--- src/rtl/uart_rx.sv ---
// 8N1 UART receiver: two-flop synchronizer, mid-bit sampling FSM, byte register
// with one-cycle done / frame-error strobes.
module uart_rx #(
  parameter int CLKS_PER_BIT = 868
) (
  input  logic       clk,
  input  logic       rst,
  input  logic       rx,
  output logic [7:0] dout,
  output logic       rx_done,
  output logic       frame_err,
  output logic       busy
);

  localparam int CW = (CLKS_PER_BIT > 2) ? $clog2(CLKS_PER_BIT) : 1;
  localparam logic [CW-1:0] HALF = CW'((CLKS_PER_BIT - 1) / 2);
  localparam logic [CW-1:0] LAST = CW'(CLKS_PER_BIT - 1);

  typedef enum logic [2:0] {
    IDLE  = 3'd0,
    START = 3'd1,
    DATA  = 3'd2,
    STOP  = 3'd3,
    BRK   = 3'd4
  } state_t;

  state_t        state;
  logic          ff1, ff2;
  logic          rx_s;
  logic [CW-1:0] cnt;
  logic [2:0]    bit_idx;
  logic [7:0]    shift;

  // rx is asynchronous; only the second flop's output is ever looked at.
  always_ff @(posedge clk) begin
    if (rst) begin
      ff1 <= 1'b1;
      ff2 <= 1'b1;
    end else begin
      ff1 <= rx;
      ff2 <= ff1;
    end
  end

  assign rx_s = ff2;

  always_ff @(posedge clk) begin
    if (rst) begin
      state     <= IDLE;
      cnt       <= '0;
      bit_idx   <= '0;
      shift     <= '0;
      dout      <= '0;
      rx_done   <= 1'b0;
      frame_err <= 1'b0;
      busy      <= 1'b0;
    end else begin
      rx_done   <= 1'b0;
      frame_err <= 1'b0;
      case (state)
        IDLE: begin
          if (!rx_s) begin
            state <= START;
            cnt   <= '0;
            busy  <= 1'b1;
          end
        end
        START: begin
          // Re-check the line at the middle of the start bit to reject glitches.
          if (cnt == HALF) begin
            cnt <= '0;
            if (!rx_s) begin
              state   <= DATA;
              bit_idx <= '0;
            end else begin
              state <= IDLE;
              busy  <= 1'b0;
            end
          end else begin
            cnt <= cnt + 1'b1;
          end
        end
        DATA: begin
          if (cnt == LAST) begin
            cnt   <= '0;
            shift <= {rx_s, shift[7:1]};
            if (bit_idx == 3'd7) state <= STOP;
            else                 bit_idx <= bit_idx + 3'd1;
          end else begin
            cnt <= cnt + 1'b1;
          end
        end
        STOP: begin
          // Leaving at mid-stop-bit lets a back-to-back start edge be caught.
          if (cnt == LAST) begin
            cnt <= '0;
            if (rx_s) begin
              dout    <= shift;
              rx_done <= 1'b1;
              state   <= IDLE;
              busy    <= 1'b0;
            end else begin
              frame_err <= 1'b1;
              state     <= BRK;
            end
          end else begin
            cnt <= cnt + 1'b1;
          end
        end
        BRK: begin
          if (rx_s) begin
            state <= IDLE;
            busy  <= 1'b0;
          end
        end
        default: begin
          state <= IDLE;
          busy  <= 1'b0;
          cnt   <= '0;
        end
      endcase
    end
  end

endmodule

--- config.mk ---
export PLATFORM = sky130hd
export DESIGN_NAME = uart_rx
export DESIGN_NICKNAME = d
export VERILOG_FILES = /design/src/rtl/uart_rx.sv
export SDC_FILE = /design/constraint.sdc
export NUM_CORES = 1
export LEC_CHECK = 0
export ABC_CLOCK_PERIOD_IN_PS = 3450
export CAP_MARGIN = 15
export CORE_AREA = 5 5 84 86
export CTS_CLUSTER_DIAMETER = 150
export DETAILED_ROUTE_END_ITERATION = 7
export DIE_AREA = 0 0 89 91
export PLACE_DENSITY = 0.53
export RECOVER_POWER = 100
export SETUP_SLACK_MARGIN = 0.02
export SYNTH_ARGS = -nofsm -noshare
export SYNTH_HDL_FRONTEND = slang
export SYNTH_SLANG_ARGS = --single-unit
export TNS_END_PERCENT = 30
--- constraint.sdc ---
create_clock -name clk -period 3.45 [get_ports clk]
set_input_delay 0.345 -clock clk [delete_from_list [all_inputs] [get_ports clk]]
set_output_delay 0.345 -clock clk [all_outputs]
set_load 0.01 [all_outputs]
==> impl_metrics.py <==
metrics = {
    "global_routing": {
        "antenna_found_initial": 0,
        "grt_max_degree": 23,
        "grt_use_total_pct": 9.87,
        "grt_pass1_vias": 1403,
        "grt_pass1_wl_mm": 6.33,
        "grt-ovfl-total": 0,
    },
    "min_path": {
        "hold_class": "flip-flop to flip-flop",
    },
    "synth": {
        "synth_ff_type": "dfxtp_1",
        "synth-simple-area-share_pct": 29.2,
        "ys_seq_elements": 37,
        "synth_top_family_by_area": "simple AND/OR/NAND/NOR gates",
        "synthMuxAreaShare_pct": 5.51,
        "synth_compound_area_share_pct": 14.7,
        "yosys-top-cells-area": "dfxtp_1 41%, nand3_1 5.8%, mux2i_1 5.5%, nand2_1 4.5%, nor2_1 3.7%",
        "synth_area_um2": 1820,
        "syn_inst": 204,
        "synth_edf_count": 0,
        "synth.avg_cell_area_um2": 8.90,
        "syn_nets": 211,
        "yosysSeqAreaShare_pct": 40.8,
        "ys.warnings.count": 0,
        "async_flop_share_pct": 0,
        "synthDominantCellAreaShare_pct": 40.8,
        "post_synth_fa_ha_maj_area_fraction_pct": 2.76,
        "synthXorXnorAreaFrac_pct": 0,
        "yosys.area.top_type": "dfxtp_1",
        "yosysUniqueCellTypes": 51,
    },
    "floorplanning": {
        "die_y_um": 91,
        "die_x_um": 89,
        "core_area_um2": 6200,
        "row_count": 29,
        "die_area_um2": 8100,
        "io_pins": 14,
        "start_util_pct": 29.3,
    },
    "finish": {
        "fillers": 646,
        "multi_input_area_um2": 926,
        "nNetsFinal": 219,
        "drive_above_1_share_pct": 7.51,
        "regArea_um2": 741,
        "syn2layout_area_growth_pct": 12.5,
        "instances_no_fill": 290,
        "antennaDiodeCount": 0,
    },
    "route": {
        "wl_mm": 3.64,
        "drt_first_pass_iters": 4,
        "num_vias": 1461,
        "drc": 0,
        "ant_nets": 0,
        "vias_per_cell": 5.04,
        "wire_per_inst_um": 12.6,
        "drtIter0Drc": 62,
    },
    "setup_path": {
        "crit_type": "flip-flop to flip-flop",
        "critPathCaptureType": "flip-flop",
        "crit_arrival_ns": 2.57,
        "required_ns": 3.60,
        "cp-start-kind": "flip-flop",
        "crit_fanout": 16,
    },
    "sta": {
        "slew_viol_final": 0,
        "setup_viol": 0,
        "max_freq_mhz": 414,
        "skew_ns": 0.00447,
        "rsz0062_at_grt": "no",
        "post-route-period-util_pct": 70.0,
        "slew_headroom_pct": 49.1,
        "fin_ws_ns": 1.03,
        "tightest_slew_ns": 0.760,
        "period_minus_slack_ns": 2.42,
        "finalSetupTns_ns": 0,
        "finalHoldViolations": 0,
    },
    "placed_design": {
        "numPortBuffers": 13,
        "dp.cells": 282,
        "pre_cts_ws_ns": 1.20,
        "hpwl_mm": 2.57,
        "gp_congestion": 0.856,
    },
    "power_and_ir_drop": {
        "p_leak_nw": 0.755,
        "powerDensity_nw_per_um2": 415,
        "ir_worst_vdd_mv": 0.216,
    },
    "clocking": {
        "cts_setup_buffers": 0,
        "htreeDepth": 2,
        "cts_buffer_depth": 2,
        "cts.sinks": 37,
        "cts_hold_buf": 0,
        "cts_tree": "built",
        "root_buffer": "clkbuf_8",
        "cts_resized": 0,
        "clk_latency_ns": 0.29,
        "path_clk_slew_ns": 0.07,
        "cts_buffers": 5,
    },
    "run": {
        "maxCapViolCount": 0,
    },
    "status": {
        "status": "completed",
    },
}
## cells in the mapped netlist, types with 2 or more instances
master and instances:
dfxtp_1 37, nand2_1 22, nand3_1 21, nor2_1 18, mux2i_1 10, a21oi_1 9
a31oi_1 9, clkbuf_1 6, or3_1 6, buf_6 4, ha_1 4, inv_1 4
nor3_1 4, a22oi_1 3, or2_2 3, a2111oi_0 2, a211o_1 2, a211oi_1 2
buf_2 2, clkbuf_8 2, nand3b_1 2, nand4_1 2, nand4bb_1 2
## layer usage
layer	wire length, um	part of all wire [%]	track usage (%)	up-vias
met3	156	4.3	2.71	5
met1	1800	49	12.7	676
li1	-	-	-	756
met2	1630	45	15.2	24
met4	54	1.5	4.47	0
met5	0	0	0	-
## flip-flops by register name (all words and copies together), names as in the netlist
signal     cells
cnt           10
ff2            1
frame_err      1
dout           8
ff1            1
shift          8
state          3
busy           1
bit_idx        3
rx_done        1
## per-stage QoR
stage,area [um2],hold slack (ns),utilization (%),total power (W)
CTS,2070,0.417,33.3,0.000862
finish,2040,0.414,32.9,0.000848
global placement,1950,0.392,31.4,0.000475
global route,2040,0.424,32.9,0.000882
detailed placement,1950,0.399,31.4,0.000474
floorplan,1820,0.389,-,0.000468
## area by class of cell
cell class / count / area share [%]
clock buffer: 7 / 4.23
multi-input combinational: 148 / 45.3
clock inverter: 1 / 1.47
tap: 77 / 4.72
timing repair buffer: 16 / 7.29
inverter: 4 / 0.735
sequential: 37 / 36.3
## critical path: stages, from the launching register on
cell	delay (ns)
dfxtp_1	0.38
or3b_4	0.48
nor3_4	0.54
nand3_1	0.53
mux2i_1	0.30
nor2_1	0.05
## path summary, 6_finish.rpt
path,slack [ns],from,end,cells past startpoint
min reg2reg,0.41,ff1$_SDFF_PP1_,ff2$_SDFF_PP1_,1
min,0.41,ff1$_SDFF_PP1_,ff2$_SDFF_PP1_,1
max reg2reg,1.03,cnt[2]$_SDFFE_PP0P_,dout[3]$_SDFFE_PP0P_,5
max,1.03,cnt[2]$_SDFFE_PP0P_,dout[3]$_SDFFE_PP0P_,5
## cells in the final DEF (no fill, tap or decap), types with 2 or more instances in the layout
master / Yosys / layout
a2111oi_0: 2 / 2
a211o_1: 2 / 2
a211oi_1: 2 / 2
a21oi_1: 9 / 10
a22oi_1: 3 / 3
a31oi_1: 9 / 9
buf_4: 0 / 2
clkbuf_1: 6 / 2
clkbuf_8: 2 / 6
dfxtp_1: 37 / 37
dlygate4sd3_1: 0 / 12
ha_1: 4 / 4
inv_1: 4 / 4
mux2i_1: 10 / 10
nand2_1: 22 / 22
nand3_1: 21 / 22
nand3b_1: 2 / 2
nand4_1: 2 / 2
nand4bb_1: 2 / 2
nor2_1: 18 / 18
nor3_1: 4 / 4
or2_2: 3 / 3
or3_1: 6 / 6
## report_power, final
group	switching (W)	internal, W	leakage (nW)
clock	0.000149	0.000236	0.0585
combinational	0.0000182	0.0000105	0.398
sequential	0.00000431	0.000430	0.299
## cells by family after synthesis
logic type / Yosys count
buf+inv: 19
simple gates: 97
flops: 37
mux: 10
compound gates: 37
fa+ha+maj: 4
Power figures use the tool's default switching activity.
